`src/rtl/seq_divider_pkg.sv`:
```
// Shared state encoding and arithmetic helper for the seq_divider block.
package seq_divider_pkg;

  localparam int STATE_W = 2;

  typedef enum logic [STATE_W-1:0] {
    IDLE = 2'd0,
    RUN  = 2'd1,
    DONE = 2'd2
  } state_t;

  // Operand must arrive sign-extended to 32 bits; the most-negative value maps onto itself.
  function automatic logic [31:0] twos_mag(input logic [31:0] v);
    return v[31] ? (~v + 32'd1) : v;
  endfunction

endpackage

```
`src/rtl/seq_divider_div_step.sv`:
```
// One combinational restoring-division step: shift in one dividend bit, try subtracting the divisor.
// No state, no handshake; relies on rem_i < dvs_i so the kept remainder always fits D_SIZE bits.
module div_step #(
  parameter int D_SIZE = 8
) (
  input  logic [D_SIZE-1:0] rem_i,
  input  logic              bit_i,
  input  logic [D_SIZE-1:0] dvs_i,
  output logic [D_SIZE-1:0] rem_o,
  output logic              q_o
);

  logic [D_SIZE:0]   shifted;
  logic [D_SIZE+1:0] trial;

  assign shifted = {rem_i, bit_i};
  // Extra top bit acts as the borrow: set means the trial went negative.
  assign trial   = {1'b0, shifted} - {2'b00, dvs_i};
  assign q_o     = ~trial[D_SIZE+1];
  assign rem_o   = q_o ? D_SIZE'(trial) : D_SIZE'(shifted);

endmodule

```
`src/rtl/seq_divider.sv`:
```
// Radix-2 restoring divider, one quotient bit per clock; done D_SIZE+1 edges after start (1 for B=0).
// strt_in is honoured only in IDLE; SEQ_DIVIDER_SIGNED_EN selects two's-complement operands.
module seq_divider
  import seq_divider_pkg::*;
#(
  parameter int D_SIZE = 8
) (
  input  logic              clk_in,
  input  logic              rst_in,
  input  logic              strt_in,
  input  logic [D_SIZE-1:0] A,
  input  logic [D_SIZE-1:0] B,
  output logic [D_SIZE-1:0] Q,
  output logic [D_SIZE-1:0] R,
  output logic              busy,
  output logic              done,
  output logic              div_zero
);

  localparam int CNT_W = $clog2(D_SIZE);

  state_t            state_q, state_d;
  logic [D_SIZE-1:0] rem_q, rem_d;
  logic [D_SIZE-1:0] dvd_q, dvd_d;
  logic [D_SIZE-1:0] dvs_q, dvs_d;
  logic [CNT_W-1:0]  cnt_q, cnt_d;
  logic [D_SIZE-1:0] quo_q, quo_d;
  logic [D_SIZE-1:0] res_r_q, res_r_d;
  logic              dz_q, dz_d;

  logic              accept;
  logic [D_SIZE-1:0] op_a, op_b;
  logic [D_SIZE-1:0] step_rem;
  logic              step_qbit;
  logic [D_SIZE-1:0] quo_next;
  logic [D_SIZE-1:0] q_res, r_res;

  assign accept = (state_q == IDLE) && strt_in;

  div_step #(.D_SIZE(D_SIZE)) u_step (
    .rem_i (rem_q),
    .bit_i (dvd_q[D_SIZE-1]),
    .dvs_i (dvs_q),
    .rem_o (step_rem),
    .q_o   (step_qbit)
  );

  // Dividend bits leave at the top while quotient bits fill in from the bottom.
  assign quo_next = {dvd_q[D_SIZE-2:0], step_qbit};

`ifdef SEQ_DIVIDER_SIGNED_EN
  logic neg_q_q, neg_q_d, neg_r_q, neg_r_d;

  assign op_a    = D_SIZE'(twos_mag(32'($signed(A))));
  assign op_b    = D_SIZE'(twos_mag(32'($signed(B))));
  assign neg_q_d = accept ? (A[D_SIZE-1] ^ B[D_SIZE-1]) : neg_q_q;
  assign neg_r_d = accept ? A[D_SIZE-1] : neg_r_q;
  assign q_res   = neg_q_q ? ({D_SIZE{1'b0}} - quo_next) : quo_next;
  assign r_res   = neg_r_q ? ({D_SIZE{1'b0}} - step_rem) : step_rem;

  always_ff @(posedge clk_in or posedge rst_in) begin
    if (rst_in) begin
      neg_q_q <= 1'b0;
      neg_r_q <= 1'b0;
    end else begin
      neg_q_q <= neg_q_d;
      neg_r_q <= neg_r_d;
    end
  end
`else
  assign op_a  = A;
  assign op_b  = B;
  assign q_res = quo_next;
  assign r_res = step_rem;
`endif

  always_comb begin
    state_d = state_q;
    rem_d   = rem_q;
    dvd_d   = dvd_q;
    dvs_d   = dvs_q;
    cnt_d   = cnt_q;
    quo_d   = quo_q;
    res_r_d = res_r_q;
    dz_d    = dz_q;
    busy    = 1'b0;
    done    = 1'b0;
    case (state_q)
      IDLE: begin
        if (strt_in) begin
          rem_d = '0;
          dvd_d = op_a;
          dvs_d = op_b;
          cnt_d = CNT_W'(D_SIZE - 1);
          dz_d  = 1'b0;
          if (B == '0) begin
            state_d = DONE;
            quo_d   = '1;
            res_r_d = A;
            dz_d    = 1'b1;
          end else begin
            state_d = RUN;
          end
        end
      end
      RUN: begin
        busy  = 1'b1;
        rem_d = step_rem;
        dvd_d = quo_next;
        cnt_d = cnt_q - CNT_W'(1);
        if (cnt_q == '0) begin
          state_d = DONE;
          quo_d   = q_res;
          res_r_d = r_res;
        end
      end
      DONE: begin
        done    = 1'b1;
        state_d = IDLE;
      end
      default: state_d = IDLE;
    endcase
  end

  always_ff @(posedge clk_in or posedge rst_in) begin
    if (rst_in) begin
      state_q <= IDLE;
      rem_q   <= '0;
      dvd_q   <= '0;
      dvs_q   <= '0;
      cnt_q   <= '0;
      quo_q   <= '0;
      res_r_q <= '0;
      dz_q    <= 1'b0;
    end else begin
      state_q <= state_d;
      rem_q   <= rem_d;
      dvd_q   <= dvd_d;
      dvs_q   <= dvs_d;
      cnt_q   <= cnt_d;
      quo_q   <= quo_d;
      res_r_q <= res_r_d;
      dz_q    <= dz_d;
    end
  end

  assign Q        = quo_q;
  assign R        = res_r_q;
  assign div_zero = dz_q;

endmodule

```
`config.mk`:
```
export PLATFORM = sky130hd
export DESIGN_NAME = seq_divider
export DESIGN_NICKNAME = d
export VERILOG_FILES = /design/src/rtl/seq_divider_pkg.sv /design/src/rtl/seq_divider_div_step.sv /design/src/rtl/seq_divider.sv
export SDC_FILE = /design/constraint.sdc
export NUM_CORES = 1
export LEC_CHECK = 0
export CAP_MARGIN = 25
export CORE_MARGIN = 10
export CORE_UTILIZATION = 30
export CTS_CLUSTER_DIAMETER = 40
export DETAILED_ROUTE_END_ITERATION = 10
export PLACE_DENSITY = 0.52
export SETUP_SLACK_MARGIN = 0.05
export SLEW_MARGIN = 20
export SYNTH_ARGS = -nofsm -noshare
export SYNTH_HDL_FRONTEND = slang
export SYNTH_SLANG_ARGS = --single-unit
```
`constraint.sdc`:
```
create_clock -name clk_in -period 2.25 [get_ports clk_in]
set_clock_uncertainty 0.15 [all_clocks]
set_input_delay 0.3375 -clock clk_in [delete_from_list [all_inputs] [get_ports clk_in]]
set_output_delay 0.3375 -clock clk_in [all_outputs]
set_load 0.05 [all_outputs]
```
Yosys cells after proc, flatten, opt, wreduce, memory -nomap -nowiden
Cells that the tools add are included. W data, S select, Z words.

Register bits after elaboration: 46. Word-level logic and storage cells: 46.

$add $sub $neg: 2. Equal/unequal tests: 5. Mux-type cells: 22. Bitwise gates (word level): 1. Reduce and logical (&&, ||, !) cells: 8.

Operator list (count): $mux W8 (9); $pmux W8 S2 (4); $sub A9 B8 Y10 (1); $logic_not A8 Y1 (1); $mux W2 (3); $pmux W3 S2 (1); $reduce_and A2 Y1 (3); $ne A2 B2 Y1 const B (2); $pmux W2 S2 (1); $reduce_and A4 Y1 (1); $logic_not A3 Y1 (1); $mux W1 (3); $mux W3 (1); $sub A3 B1 Y3 const B (1); $eq A2 B1 Y1 const B (1); $eq A2 B2 Y1 const B (1); $logic_not A2 Y1 (1); $ne A2 B1 Y1 const B (1); $reduce_bool A2 Y1 (1); $not A1 Y1 (1).

Logic depth before layout (Yosys ltp)
Depth in word-level cells: 4. Mapped depth: 9.

Cells and area by module
Synthesis repeated with hierarchy kept, for this count alone.

Cells, all modules: 249. Area, all modules: 2439.8 µm².

By module, submodules not included: seq_divider (times used 1, cells each 189, area each 1943.1 µm²); div_step (times used 1, cells each 60, area each 496.7 µm²).

Worst setup path before layout
OpenSTA, ideal clock, no wires.

Path kind: register to register. Start point: reg dvd_q[7]. End point: reg rem_q[6]. Setup time: 0.144 ns. Arrival time: 1.858 ns. Required time: 1.956 ns. Setup slack: 0.098 ns. Stages on the path, launching flop included: 10. Buffers on the path: 0. Period minus slack after synthesis: 2.152 ns. Cell sequence: dfrtp_1 -> inv_1 -> ha_1 -> inv_1 -> fa_1 -> a211oi_1 -> nor3_1 -> mux2_2 -> o22ai_1 -> o221ai_1.

Word-level cells in the longest chain between the ends: 3.

RTL lines: start: declaration (line seq_divider.sv:24) `logic [D_SIZE-1:0] dvd_q, dvd_d;`; start signal: assignment (line seq_divider.sv:138) `dvd_q <= dvd_d;`; $sub A9 B8 Y10 (line seq_divider_div_step.sv:18) `assign trial = {1'b0, shifted} - {2'b00, dvs_i};`; $mux W8 (line seq_divider_div_step.sv:20) `assign rem_o = q_o ? D_SIZE'(trial) : D_SIZE'(shifted);`; $pmux W8 S2 (line seq_divider.sv:88) `case (state_q)`; end signal: assignment (line seq_divider.sv:137) `rem_q <= rem_d;`; end: declaration (line seq_divider.sv:23) `logic [D_SIZE-1:0] rem_q, rem_d;`.

Every way passes these cells. A chain may end at the register's enable or synchronous reset.

Worst setup path after layout
Start point: reg rem_q[1]. End point: reg rem_q[5].

Word-level cells in the longest chain between the ends: 3.

RTL lines (line): $sub A9 B8 Y10 (seq_divider_div_step.sv:18); $mux W8 (seq_divider_div_step.sv:20); $pmux W8 S2 (seq_divider.sv:88).

Every way passes these cells.

==> impl_metrics.env <==
export IMPL_status="complete, no violations"
export IMPL_rows=33
export IMPL_worst_slew_pin_slew_ns=0.6294
export IMPL_timing_fmax_mhz=456.1
export IMPL_hp_class="in2async"
export IMPL_yosys_warnings=0
export IMPL_setup_viol=0
export IMPL_die_x_um=113.1
export IMPL_finalWeightedCongestion=0.8566
export IMPL_cts_buffers=5
export IMPL_initial_utilization_pct=31.20
export IMPL_hold_viol_final=0
export IMPL_cts_hold_buffers=0
export IMPL_clock_path_buffers=2
export IMPL_period_minus_slack_ns=2.192
export IMPL_dieArea_um2=12800
export IMPL_grt_use_total_pct=11.04
export IMPL_io_pins=38
export IMPL_netlist_area_um2=2602
export IMPL_coreArea_um2=8341
export IMPL_cp_max_fo=5
export IMPL_grt_pass1_vias=2376
export IMPL_crit_arrival_ns=2.27
export IMPL_min_period_over_period_pct=97.44
export IMPL_yosysSeqAreaShare_pct=44.23
export IMPL_syn_inst=290
export IMPL_portBuffers=37
export IMPL_dr_total_vias=2262
export IMPL_worst_ep_required_time_ns=2.33
export IMPL_cts_tree="done"
export IMPL_ant_nets=0
export IMPL_maxCapViolations=0
export IMPL_clkTransAtPathRegs_ns=0.10
export IMPL_power_w=0.006041
export IMPL_critical_path_class="reg2reg"
export IMPL_drc=0
export IMPL_grt_pass1_wl_um=11870
export IMPL_syn_num_nets=320
export IMPL_synth_async_sr_flop_share_pct=100.0
export IMPL_die_h_um=113.1
export IMPL_layout_filler_cells=867
export IMPL_clk_latency_ns=0.30
export IMPL_setup_ws_ns=0.05751
export IMPL_drt_iter0_markers=118
export IMPL_synth_seq_cells=46
export IMPL_totalWireLength_um=7047
export IMPL_regArea_um2=1152
export IMPL_p_leak_nw=1.496
export IMPL_endpoint_kind="register"
export IMPL_drive_above_1_share_pct=17.29
export IMPL_synth_distinct_cells=55
export IMPL_grt_start_max_net_pins=32
export IMPL_synth_edff_count=0
export IMPL_wl_per_cell_um=15.59
export IMPL_synth_ff_type="dfrtp_1"
export IMPL_rsz0062_at_grt="yes"
export IMPL_startpoint_type="register"
export IMPL_grt_overflow=0
export IMPL_fin_nets=376
export IMPL_syn_area_per_cell_um2=8.974
export IMPL_cts_sinks=46
export IMPL_slew_headroom_pct=57.89
export IMPL_cts_root_buf="clkbuf_8"
export IMPL_slew_viol_final=0
export IMPL_antenna_found_initial=0
export IMPL_pre_cts_ws_ns=-0.08811
export IMPL_powerDensity_nw_per_um2=1780
export IMPL_drt_pass1_iterations=4
export IMPL_vdd_drop_max_uv=585.9
export IMPL_cts_htree_levels=2
export IMPL_via_per_inst=5.004
export IMPL_dp_final_hpwl_um=5497
export IMPL_multi_input_area_um2=1364
export IMPL_area_growth_pct=30.43
export IMPL_antenna_cells=0
export IMPL_holdWs_ns=0.1747
-- cell usage in the layout, fill, tap and decap left out, types with 6 or more instances in the layout --
cell type,synthesis,layout
a31oi_1,13,13
nor2_1,35,35
clkdlybuf4s50_1,0,35
ha_1,10,9
nand3_1,6,6
inv_1,18,15
buf_4,2,26
o211a_1,6,6
a21oi_1,11,11
dfrtp_1,46,45
nand2_1,52,52
o21ai_0,13,13
-- per-stage QoR --
step | instance area [um2] | util [%] | instances | setup TNS [ns]
2_1_floorplan | 2603 | - | 290 | 0
3_3_place_gp | 3226 | 38.67 | 442 | -0.002545
3_5_place_dp | 3226 | 38.67 | 442 | -0.1267
4_1_cts | 3362 | 40.31 | 451 | 0
5_1_grt | 3395 | 40.70 | 452 | -0.04388
6_report | 3395 | 40.70 | 452 | 0
-- path summary, 6_finish.rpt --
path                            startpoint       end  slack (ns)  depth (start not counted)
worst max-delay path              rem_q[1]  rem_q[5]        0.06                          6
worst min-delay path                rst_in      R[5]        0.17                          2
worst max register to register    rem_q[1]  rem_q[5]        0.06                          6
worst min register to register    div_zero  div_zero        0.35                          2
max in group asynchronous           rst_in  rem_q[0]        1.27                          3
min in group clk_in               div_zero  div_zero        0.35                          2
-- Yosys cell counts (3+ instances only) --
library cell / count / share of area (%)
nor3_1: 3 / 0.58
o21ai_0: 13 / 2.5
nand4_1: 5 / 1.2
clkbuf_1: 7 / 1.0
ha_1: 10 / 4.8
nand2_1: 52 / 7.5
nor2_1: 35 / 5.0
o21ai_1: 4 / 0.77
o2111a_1: 3 / 1.3
dfrtp_1: 46 / 44
a21oi_1: 11 / 2.1
nand3_1: 6 / 1.2
o211a_1: 6 / 2.3
a31oi_1: 13 / 3.1
o211ai_1: 5 / 1.4
inv_1: 18 / 2.6
-- critical path, stage by stage (launching register included) --
cell and delay [ns]:
dfrtp_1 0.41, ha_1 0.38, o21ai_2 0.21, a21oi_4 0.08, o21a_1 0.20, or4_4 0.55
o221ai_2 0.16
-- cell type report --
cell class	count	area share (%)
Clock buffer	6	2.138
Clock inverter	2	1.106
Inverter	19	2.101
Multi-Input combinational cell	212	40.18
Sequential cell	46	33.95
Tap cell	105	3.870
Timing Repair Buffer	62	16.66
-- power by group --
part | switching [W] | internal, W | total [W]
sequential | 0.000246 | 0.00122 | 0.00147
combinational | 0.00235 | 0.00159 | 0.00394
clock | 0.000300 | 0.000332 | 0.000632
-- sequential cells by signal, indices dropped and copies added, names as in the netlist --
register and cells:
rem_q 8, div_zero 1, dvd_q 8, state_q 2
dvs_q 8, R 8, Q 8, cnt_q 3
-- logic make-up after synthesis --
group,after synthesis,share of synthesized area [%]
XOR/XNOR,1,0.3366
multiplexers,2,0.8653
flip-flops,46,44.23
buffers and inverters,32,5.000
AND/OR/NAND/NOR,116,20.05
AO/OA/AOI/OAI,82,23.94
adder cells (fa/ha/maj),11,5.577
-- routing by layer --
| metal | routed length, um | track usage (%) | vias to the layer above | part of all wire, % |
|---|---|---|---|---|
| met2 | 3307 | 17.78 | 45 | 47 |
| met5 | 0 | 0 | - | 0 |
| met1 | 3438 | 14.74 | 1077 | 49 |
| met3 | 285 | 2.800 | 2 | 4.0 |
| met4 | 15 | 1.777 | 0 | 0.21 |
| li1 | - | - | 1138 | - |
-- repair_timing --
action / 4_1_cts / 5_1_grt
setup buffers: 1 / 1
endpoints found under the hold margin: 0 / 0
endpoints found under the setup margin: 3 / 10
resized for setup: 4 / 9
pin swaps: 2 / 6
No activity file was read; power rests on OpenSTA's default activity.
